===== config.mk =====
export PLATFORM = sky130hd
export DESIGN_NAME = line_drawing_control
export DESIGN_NICKNAME = d
export VERILOG_FILES = /design/src/rtl/line_drawing_control.sv
export SDC_FILE = /design/constraint.sdc
export NUM_CORES = 1
export LEC_CHECK = 0
export ABC_AREA = 1
export CORE_MARGIN = 3
export CORE_UTILIZATION = 25
export DETAILED_ROUTE_END_ITERATION = 16
export GPL_TIMING_DRIVEN = 0
export PLACE_DENSITY = 0.58
export SYNTH_ARGS = -nofsm -noshare
export SYNTH_HDL_FRONTEND = slang
export SYNTH_SLANG_ARGS = --single-unit

===== constraint.sdc =====
create_clock -name clk -period 3 [get_ports clk]
set_input_delay 0.9 -clock clk [delete_from_list [all_inputs] [get_ports clk]]
set_output_delay 0.9 -clock clk [all_outputs]
set_load 0.005 [all_outputs]

===== src/rtl/line_drawing_control.sv =====
// Line drawing control FSM: sequences the datapath through setup,
// a four-cycle per-pixel plot loop, and a held completion state.
module line_drawing_control (
   input  logic clk,
   input  logic reset,
   input  logic start,
   input  logic steep,
   input  logic x0_gt_x1,
   input  logic x_lte_x1,
   output logic ld_initial,
   output logic ld_steep,
   output logic swap_1,
   output logic swap_2,
   output logic ld_delta_x,
   output logic ld_delta_y,
   output logic ld_y_step,
   output logic ld_err,
   output logic ld_y,
   output logic ld_x,
   output logic plot_EN,
   output logic incr_err,
   output logic incr_y,
   output logic decr_err,
   output logic incr_x,
   output logic update_x0_y0,
   output logic Done
);

   typedef enum logic [3:0] {
      ST_IDLE   = 4'd0,
      ST_LOAD   = 4'd1,
      ST_STEEP  = 4'd2,
      ST_SWAP1  = 4'd3,
      ST_SWAP2  = 4'd4,
      ST_DELTA  = 4'd5,
      ST_INIT   = 4'd6,
      ST_PLOT   = 4'd7,
      ST_ADJ    = 4'd8,
      ST_ADV    = 4'd9,
      ST_CHECK  = 4'd10,
      ST_UPDATE = 4'd11,
      ST_DONE   = 4'd12
   } state_t;

   state_t r_state;
   state_t w_next;

   // State register; reset forces IDLE at once, even mid-line.
   always_ff @(posedge clk or posedge reset) begin
      if (reset) begin
         r_state <= ST_IDLE;
      end else begin
         r_state <= w_next;
      end
   end

   // Next state and state-decoded strobes; CHECK gives x one cycle to settle.
   always_comb begin
      w_next       = r_state;
      ld_initial   = 1'b0;
      ld_steep     = 1'b0;
      swap_1       = 1'b0;
      swap_2       = 1'b0;
      ld_delta_x   = 1'b0;
      ld_delta_y   = 1'b0;
      ld_y_step    = 1'b0;
      ld_err       = 1'b0;
      ld_y         = 1'b0;
      ld_x         = 1'b0;
      plot_EN      = 1'b0;
      incr_err     = 1'b0;
      incr_y       = 1'b0;
      decr_err     = 1'b0;
      incr_x       = 1'b0;
      update_x0_y0 = 1'b0;
      Done         = 1'b0;
      case (r_state)
         ST_IDLE: begin
            if (start) w_next = ST_LOAD;
         end
         ST_LOAD: begin
            ld_initial = 1'b1;
            w_next     = ST_STEEP;
         end
         ST_STEEP: begin
            ld_steep = 1'b1;
            w_next   = ST_SWAP1;
         end
         ST_SWAP1: begin
            swap_1 = steep;
            w_next = ST_SWAP2;
         end
         ST_SWAP2: begin
            swap_2 = x0_gt_x1;
            w_next = ST_DELTA;
         end
         ST_DELTA: begin
            ld_delta_x = 1'b1;
            ld_delta_y = 1'b1;
            ld_y_step  = 1'b1;
            w_next     = ST_INIT;
         end
         ST_INIT: begin
            ld_err = 1'b1;
            ld_y   = 1'b1;
            ld_x   = 1'b1;
            w_next = ST_PLOT;
         end
         ST_PLOT: begin
            plot_EN  = 1'b1;
            incr_err = 1'b1;
            w_next   = ST_ADJ;
         end
         ST_ADJ: begin
            incr_y   = 1'b1;
            decr_err = 1'b1;
            w_next   = ST_ADV;
         end
         ST_ADV: begin
            incr_x = 1'b1;
            w_next = ST_CHECK;
         end
         ST_CHECK: begin
            w_next = x_lte_x1 ? ST_PLOT : ST_UPDATE;
         end
         ST_UPDATE: begin
            update_x0_y0 = 1'b1;
            w_next       = ST_DONE;
         end
         ST_DONE: begin
            Done = 1'b1;
            if (!start) w_next = ST_IDLE;
         end
         default: begin
            w_next = ST_IDLE;
         end
      endcase
   end

endmodule

==> impl_metrics.ini <==
[worst_hold_path]
hp-class = reg2reg

[clock_tree]
ctsHoldBuffers = 0
numCtsBuffers = 3
post-cts-setup-buffer-count = 0
clk_latency_ns = 0.24
htreeDepth = 1
cts-root-buf = clkbuf_4
cts-resized-gates = 0
path_clk_slew_ns = 0.04
cts.path.max_buffers = 2
cts_tree = yes
cts.sinks = 4

[yosys]
yosysWarnings = 0
mappedNetlistNets = 64
synth_cell_types = 10
synthFlopType = dfrtp_1
synth_most_common_cell = nor2_1
synth.avg_cell_area_um2 = 5.82
synth_top_cell_area_share_pct = 29.6
syn_inst = 58
netlist_area_um2 = 338
synth_edf_count = 0
synth_seq_area_share_pct = 29.6
ys_async_sr_fraction_pct = 100
synth_top_area_cell = dfrtp_1
synth_seq_cells = 4
synthTopCellsByCount = 16 x nor2_1, 12 x inv_1, 11 x nand2_1
synthTopCellsByArea = dfrtp_1 30%, nor2_1 18%, buf_4 13%, inv_1 13%, nand2_1 12%

[timing]
fin_skew_ns = 0.00436
post-route-min-period_ns = 2.91
relSlewSlack_pct = 81.0
hold_ws_ns = 0.554
finalHoldViolCount = 0
finalCritPeriodShare_pct = 97.0
rsz0062_at_grt = false
fmax_mhz = 344
final-setup-viol-count = 0
tns_ns = 0
tightestPinTransition_ns = 0.284
drv_slew = 0

[die]
dieArea_um2 = 1830
core-area_um2 = 1190
placementRows = 12
start_util_pct = 28.5
die_height_um = 42.8
die_x_um = 42.8
io_pins = 23

[pwr]
vdd_ir_drop_max_v = 0.000384
finalPower_mw = 0.477
cellPowerDensity_nw_per_um2 = 798
leakagePower_nw = 0.311

[layout]
layout.nets = 91
design_area_um2 = 598
top_register = r_state
n_antenna_cell = 0
layout-drive-gt1-share_pct = 10.8
reg.largest.list = r_state: 4 flops
largest_register_ffs = 4
finish.utilization_pct = 50.4
area.growth.synth_to_final_pct = 77.0

[critical_path]
cp_max_fo = 1
r2r_start = r_state[1]$_DFFE_PP0P_
endpoint = swap_2
crit_required_ns = 2.10
cp_num_buf_inv = 2
cpMostUsedCell = clkdlybuf4s50_1
crit_slowest_cell = clkdlybuf4s50_1
reg2reg_depth = 3
cp_top_family = buffers and inverters
crit_start = x0_gt_x1
crit_arrival_ns = 2.01
reg2reg_slack_ns = 2.02
end_kind = primary output
critical_path.cell_chain = clkdlybuf4s50_1 > nand2_1 > nor2_1 > clkdlybuf4s50_1
crit_cells = 4
timing_worst_setup_path_type = in2out
r2r-end = r_state[2]$_DFFE_PP0P_
slowest_delay_ns = 0.50
cp-start-kind = input pin

[place]
placed_area_um2 = 576
place_hpwl_um = 742
gp_congestion = 0.755
portBuffers = 22

[drt]
postRouteAntennaNets = 0
drt_wl_total_um = 848
wl_per_cell_um = 8.74
drc_errors = 0
drt-initial-drc-count = 4
vias = 395
vias_per_cell = 4.07
dr.pass1.iters = 2

[global_route]
gr-total-overflow = 0
grt_max_degree = 7
grt_pass1_vias = 353
grt_first_pass_wirelength_um = 1390
antenna_found_initial = 0
grtUsageTotal_pct = 10.4

[job]
maxCapViolations = 0

[status]
outcome = finished, final reports clean
final cells by class:
type	instances	area, um^2
Inverter	12	45.0
Clock buffer	3	22.5
Tap cell	14	17.5
Buffer	6	45.0
Sequential cell	4	100
Fill cell	130	588
Multi-Input combinational cell	36	148
Timing Repair Buffer	22	220
cell usage in the layout, fill, tap and decap left out, drive strengths merged:
| cell | instances |
|---|---|
| clkdlybuf4s50 | 22 |
| nor2 | 16 |
| inv | 12 |
| nand2 | 11 |
| buf | 6 |
| nand3 | 5 |
| dfrtp | 4 |
| clkbuf | 3 |
| nor3 | 1 |
| a21oi | 1 |
| or2 | 1 |
| o21ai | 1 |
per-stage QoR:
step                      setup WS [ns]  instances
after floorplan                    1.05         58
after global placement           0.0919         94
after detailed placement         0.0891         94
after CTS                        0.0814         97
after global routing             0.0304         97
final                            0.0911         97
how the worst min path moves through the flow:
stage	endpoint	cells after the start	slack, ns	from
after global routing	r_state[0]$_DFFE_PP0P_	3	0.60	r_state[0]$_DFFE_PP0P_
after floorplan	r_state[0]$_DFFE_PP0P_	3	0.52	r_state[0]$_DFFE_PP0P_
after global placement	r_state[0]$_DFFE_PP0P_	3	0.55	r_state[0]$_DFFE_PP0P_
final	r_state[0]$_DFFE_PP0P_	3	0.55	r_state[0]$_DFFE_PP0P_
after CTS	r_state[0]$_DFFE_PP0P_	3	0.56	r_state[0]$_DFFE_PP0P_
after detailed placement	r_state[0]$_DFFE_PP0P_	3	0.55	r_state[0]$_DFFE_PP0P_
cells by family (layout without fill, tap and decap cells):
logic type	after synthesis	count (layout)	share of synthesized area, %
and+or+nand+nor	34	34	40.7
DFF	4	4	29.6
AOI/OAI and AO/OA	2	2	2.96
buffers and inverters	18	43	26.7
where the power goes:
group	internal [mW]	switching, mW
Combinational	0.164	0.143
Sequential	0.0801	0.0231
Clock	0.0447	0.0221
Total	0.289	0.188
metal layers:
metal	vias to the layer above	track usage [%]	part of all wire (%)
met2	13	16.2	48
met4	0	3.73	1.5
li1	216	-	-
met1	163	10.8	41
met5	-	0	0
met3	3	7.63	9.4
worst reg2reg max path: stages, from the launching register on:
cell	delay [ns]
dfrtp_1	0.39
nor2_1	0.26
nand3_1	0.15
nand3_1	0.10
Note: power is estimated with default switching activity, not from simulation.
